==> src/rtl/fifo_wr_arbiter.sv <==
// Round-robin arbiter sharing one async-FIFO write port among N_REQ requesters.
// Each grant lasts up to MAX_BURST writes; full stalls the owner without rotating priority.
module fifo_wr_arbiter #(
  parameter int unsigned N_REQ     = 4,
  parameter int unsigned D_WIDTH   = 8,
  parameter int unsigned MAX_BURST = 4,
  parameter int unsigned IDX_W     = 2
) (
  input  logic                       w_clk,
  input  logic                       w_rstn,
  input  logic [N_REQ-1:0]           req,
  input  logic [N_REQ*D_WIDTH-1:0]   req_data,
  input  logic                       full,
  output logic [N_REQ-1:0]           ack,
  output logic                       w_inc,
  output logic [D_WIDTH-1:0]         w_data,
  output logic [IDX_W-1:0]           owner,
  output logic                       busy
);

  localparam int unsigned      CNT_W    = $clog2(MAX_BURST) + 1;
  localparam logic [CNT_W-1:0] CNT_LAST = CNT_W'(MAX_BURST - 1);
  localparam logic [IDX_W-1:0] IDX_LAST = IDX_W'(N_REQ - 1);

  typedef enum logic {IDLE, GRANT} state_e;

  state_e             state_q, state_d;
  logic [IDX_W-1:0]   owner_q, owner_d;
  logic [IDX_W-1:0]   last_q, last_d;
  logic [CNT_W-1:0]   cnt_q, cnt_d;
  logic [IDX_W-1:0]   sel_idx;
  logic [IDX_W-1:0]   cand;
  logic               sel_found;
  logic               wr;
  logic [D_WIDTH-1:0] lane [N_REQ];

  always_ff @(posedge w_clk or negedge w_rstn) begin
    if (!w_rstn) begin
      state_q <= IDLE;
      owner_q <= '0;
      last_q  <= IDX_LAST;
      cnt_q   <= '0;
    end else begin
      state_q <= state_d;
      owner_q <= owner_d;
      last_q  <= last_d;
      cnt_q   <= cnt_d;
    end
  end

  // First requester at or after last+1, wrapping.
  always_comb begin
    sel_found = 1'b0;
    sel_idx   = '0;
    cand      = '0;
    for (int unsigned k = 1; k <= N_REQ; k++) begin
      cand = IDX_W'((32'(last_q) + k) % N_REQ);
      if (!sel_found && req[cand]) begin
        sel_found = 1'b1;
        sel_idx   = cand;
      end
    end
  end

  always_comb begin
    for (int unsigned i = 0; i < N_REQ; i++) begin
      lane[i] = req_data[i*D_WIDTH +: D_WIDTH];
    end
  end

  always_comb begin
    state_d = state_q;
    owner_d = owner_q;
    last_d  = last_q;
    cnt_d   = cnt_q;
    wr      = (state_q == GRANT) && req[owner_q] && !full;

    unique case (state_q)
      IDLE: begin
        if (|req) begin
          owner_d = sel_idx;
          cnt_d   = '0;
          state_d = GRANT;
        end
      end
      GRANT: begin
        // Withdrawal and burst completion both release the grant.
        if (!req[owner_q] || (wr && cnt_q == CNT_LAST)) begin
          state_d = IDLE;
          last_d  = owner_q;
        end else if (wr) begin
          cnt_d = cnt_q + CNT_W'(1);
        end
      end
      default: state_d = IDLE;
    endcase
  end

  assign w_inc  = wr;
  assign ack    = wr ? (N_REQ'(1) << owner_q) : '0;
  assign w_data = lane[owner_q];
  assign owner  = owner_q;
  assign busy   = (state_q == GRANT);

endmodule

==> config.mk <==
export PLATFORM = sky130hd
export DESIGN_NAME = fifo_wr_arbiter
export DESIGN_NICKNAME = d
export VERILOG_FILES = /design/src/rtl/fifo_wr_arbiter.sv
export SDC_FILE = /design/constraint.sdc
export NUM_CORES = 1
export LEC_CHECK = 0
export ABC_AREA = 1
export BUFFER_PORTS_ARGS = -buffer_cell sky130_fd_sc_hd__buf_2
export CAP_MARGIN = 20
export CORE_MARGIN = 2
export CORE_UTILIZATION = 47
export DETAILED_ROUTE_END_ITERATION = 10
export PLACE_DENSITY = 0.89
export SLEW_MARGIN = 25
export SYNTH_ARGS = -nofsm -noshare
export SYNTH_HDL_FRONTEND = slang
export SYNTH_SLANG_ARGS = --single-unit
export TNS_END_PERCENT = 1
==> constraint.sdc <==
create_clock -name w_clk -period 2.7 [get_ports w_clk]
set_input_delay 0.54 -clock w_clk [delete_from_list [all_inputs] [get_ports w_clk]]
set_output_delay 0.54 -clock w_clk [all_outputs]
set_load 0.03 [all_outputs]
-- Yosys cells after proc, flatten, opt, wreduce, memory -nomap -nowiden
Index checks and enable logic that the tools add are counted.
- register bits: 8
- latch bits: 0
- memory bits (writable): 0
- bits in read-only memories: 0
- input bits: 39
- output and inout bits: 16
- word-level logic and storage cells: 66
- memories: 0
- $add $sub $neg: 5
- multipliers: 0
- div/mod/pow operators: 0
- magnitude comparators: 6
- equality and inequality tests: 4
- shifts and indexed selects: 1
- multiplexer cells: 28
- bitwise logic cells: 2
- reduce and logical (&&, ||, !) cells: 16
- operators by type and width (kind ; count):
    $bmux W8 S2 ; 1
    $mux W8 ; 2
    $lt A2 B3 Y1 const B ; 5
    $bmux W1 S2 ; 5
    $mux W1 ; 10
    $mux W3 ; 3
    $mux W2 ; 4
    $logic_and A1 B1 Y1 ; 6
    $pmux W3 S2 ; 1
    $logic_not A1 Y1 ; 5
    $add A2 B1 Y2 const B ; 2
    $add A2 B2 Y2 const B ; 2
    $mux W4 ; 1
    $ne A2 B2 Y1 const B ; 2
    $reduce_and A2 Y1 ; 2
    $reduce_or A4 Y1 ; 1
    $shl A1 B2 Y4 const A ; 1
    $add A3 B1 Y3 const B ; 1
    $eq A3 B2 Y1 const B ; 1
    $ge A3 B3 Y1 const B ; 1
    $not A2 Y3 ; 1
    $reduce_and A3 Y1 ; 1
    $ne A2 B1 Y1 const B ; 1
    $pmux W1 S2 ; 1
    other kinds (2) ; 2

-- Logic depth before layout (Yosys ltp)
- depth after elaboration: 13
- depth in mapped cells: 11
- gate-level depth less buffers: 10

-- Worst setup path after synthesis
No wires, ideal clock.
- kind: reg2out
- start point: register owner_q[1] (netlist: owner[1])
- end point: output port ack[0]
- arrival time: 1.475 ns
- setup slack: 0.685 ns
- stages on the path, launching flop included: 8
- cell sequence: dfrtp_1 -> buf_4 -> nand2_2 -> nor2_2 -> nor2_2 -> nand2_2 -> nand2_2 -> nor2_1
- cells in the longest elaborated chain, start to end: 5
- ends and longest elaborated chain (item ; RTL line ; text):
    start, declared ; 28 ; logic [IDX_W-1:0] owner_q, owner_d;
    start signal, assigned ; 45 ; owner_q <= owner_d;
    $bmux W1 S2 ; 76 ; wr = (state_q == GRANT) && req[owner_q] && !full;
    $mux W1 (not written as such) ; 76 ;
    $logic_and A1 B1 Y1 (2 in series) ; 76 ;
    $mux W4 * ; 100 ; assign ack = wr ? (N_REQ'(1) << owner_q) : '0;
    end, declared ; 14 ; output logic [N_REQ-1:0] ack,
Mark *: on every way between the ends. The rest lies on a longest branch, timed or not. The select of a mux whose other input is x is not followed.

-- Worst setup path after layout
- start point: register owner_q[0] (netlist: owner[0])
- end point: output port w_data[0]
- cells in the longest elaborated chain, start to end: 4
- ends and longest elaborated chain (item ; RTL line ; text):
    $not A2 Y3 (not written as such) ; 101 ; assign w_data = lane[owner_q];
    $bmux W8 S2 ; 101 ;
    $mux W8 (not written as such) (2 in series) ; 101 ;
    end, declared ; 16 ; output logic [D_WIDTH-1:0] w_data,
Every way passes these cells. The select of a mux whose other input is x is not followed.

==> results.cfg <==
[pwr]
swShare_pct = 60.1
clkPwrFrac_pct = 6.5
p_seq_share_pct = 18.7
peakVddDrop_mv = 0.843
p_sw_uw = 940
power.internal_uw = 623
power_density_nw_per_um2 = 1230
leakage_nw = 0.744
combPwrFrac_pct = 74.8

[place]
portBuffers = 54
dp_hpwl_um = 2040
dp_worst_setup_slack_ps = 658
place_congestion = 0.850
place_area_sq_um = 1240

[routing]
vias = 1217
vias_per_cell = 5.03
wirelength_um = 2500
post_drt_wl_per_cell_um = 10.3
drt-pass1-iter-count = 4
drc_errors = 0
dr.first_iter.drc_count = 24
ant_nets = 0

[global_routing]
grt-ovfl-total = 0
grt_usage_pct = 22.4
grt_pass1_wl_um = 4290
antenna_found_initial = 0
grt_pass1_vias = 1061
grt_max_degree = 17

[logic_synthesis]
synth_top_area_share_pct = 18.6
synth_xor_area_share_pct = 0
synthMuxAreaShare_pct = 0
synth_top_area_cell = nand2_1
syn_nets = 203
synth_area_per_cell_sq_um = 5.99
synth_area_leaders = nand2_1 19%, nand3_1 16%, dfrtp_1 15%
synthAdderAreaFrac_pct = 2.58
synth_area_sq_um = 971
netlist_instances = 162
ys_ff_latch = 8
synth_compound_area_share_pct = 9.15
yosysSeqAreaShare_pct = 20.9
synth-simple-area-share_pct = 55.0
synth_top_family_by_area = simple AND/OR/NAND/NOR gates
yosys_warnings = 0
yosys.cell_types.count = 26

[sta]
setup_viol = 0
final_hold_viol_count = 0
worst_pin_slew_ps = 442
layout_setup_ws_ps = 379
finalMaxSlewViolations = 0
fin_crit_sh_pct = 86.0
max_slew_margin_pct = 70.5
fin_crit_ps = 2320
fmax_mhz = 431
finClkSkew_ps = 8.15
rsz0062_at_grt = false
tns_ps = 0

[clocking]
cts_hold_buf = 0
clock_path_buffers = 2
root_buffer = clkbuf_4
postCtsSetupBuffers = 0
cts_buffers = 3
htreeDepth = 1
post_cts_resized = 0
clk_pin_slew_ps = 60
cts_tree = done
clock_sinks = 8
clk_latency_ps = 260

[critical_path]
crit_fanout = 15
cp_slowest_cell = dfrtp_1
arrival_ps = 1780
path_class = reg2out
worst_setup_path_start_kind = flip-flop
cp-end-kind = output port
path_buf_inv = 3
cp.required_ps = 2160
reg2reg_to = cnt_q[1]
crit_chain = inv_2 -> nand2_1 -> inv_1 -> a22oi_1 -> nand3_1 -> buf_2
crit_family = flip-flops
cpPeakStageDelay_ps = 610
ff2ff_path_depth = 9
reg2reg_from = owner[0]
r2r_slack_ps = 1110

[layout]
drive_gt1_share_pct = 38.6
finalNetCount = 257
fillCellCount = 208
final_cell_mix = 54 x buf_2, 48 x nand2_1, 31 x nand3_1
final_common_cell = buf_2
antenna_cells = 0
fin_util_pct = 64.7
syn2layout_area_growth_pct = 30.7
final_cell_area_sq_um = 1270

[outcome]
status = complete, no violations

[flow_run]
maxCapViolations = 0

[hold_path]
hold_class = in2async

[floorplanning]
die_area_sq_um = 2450
die_w_um = 49.5
core.rowCount = 16
die_h_um = 49.5
initial_core_util_pct = 49.5
num_io_pins = 55
core-area_sq_um = 1960
per-stage QoR:
step                power (mW)  hold slack, ps  instances
floorplan                 1.22             244        162
global placement          1.45             388        238
detailed placement        1.46             394        238
CTS                       1.57             106        242
global route              1.72             112        242
finish                    1.56             110        242
power groups by stage:
stage                     logic, mW  clock network (mW)  registers [mW]
final                          1.17               0.102           0.293
after global placement         1.16                   0           0.290
after detailed placement       1.17                   0           0.294
after CTS                      1.17               0.104           0.291
after floorplan               0.946                   0           0.270
after global routing           1.31               0.110           0.307
routing by layer:
layer	track usage (%)	part of all wire, %
met1	28.4	43
met2	36.9	47
met3	3.33	7.9
met4	11.1	2.0
met5	0	0
cells by family (layout without fill, tap and decap cells):
group	after synthesis	count (layout)
and+or+nand+nor	113	113
buffers and inverters	26	79
AOI/OAI and AO/OA	13	13
DFF	8	8
adders and majority gates	2	2
worst register-to-register path: cells and delay by family (launching register included):
kind | cells | cell delay [ps]
DFF | 1 | 610
and+or+nand+nor | 9 | 890
state kept, by name (all words and copies together) (netlist names):
signal,flops
busy,1
cnt_q,3
last_q,2
owner,2
how the worst max path moves through the flow:
stage	from	end	slack, ps	cells past startpoint
2_1_floorplan	owner[1]	ack[0]	680	7
3_3_place_gp	owner[0]	w_data[7]	710	6
3_5_place_dp	owner[0]	w_data[0]	660	6
4_1_cts	owner[0]	w_data[0]	370	6
5_1_grt	owner[0]	w_data[4]	230	6
6_report	owner[0]	w_data[0]	380	6
area by class of cell:
| class | count | area [sq um] | share of cell area, % |
|---|---|---|---|
| sequential | 8 | 203 | 16.0 |
| inverter | 20 | 80.1 | 6.31 |
| tap | 27 | 33.8 | 2.66 |
| clock buffer | 4 | 26.3 | 2.07 |
| timing repair buffer | 55 | 278 | 21.9 |
| multi-input combinational | 128 | 648 | 51.1 |
cells in the mapped netlist, drive strengths merged:
| library cell | count |
|---|---|
| buf | 5 |
| nand2 | 60 |
| or2 | 2 |
| dfstp | 2 |
| ha | 2 |
| nor4 | 1 |
| a22oi | 7 |
| inv | 20 |
| dfrtp | 6 |
| a21oi | 1 |
| nand4 | 4 |
| nor2 | 13 |
| clkbuf | 1 |
| a21boi | 1 |
| o21ai | 4 |
| and2 | 1 |
| nand3 | 32 |
Note: power is estimated with default switching activity, not from simulation.
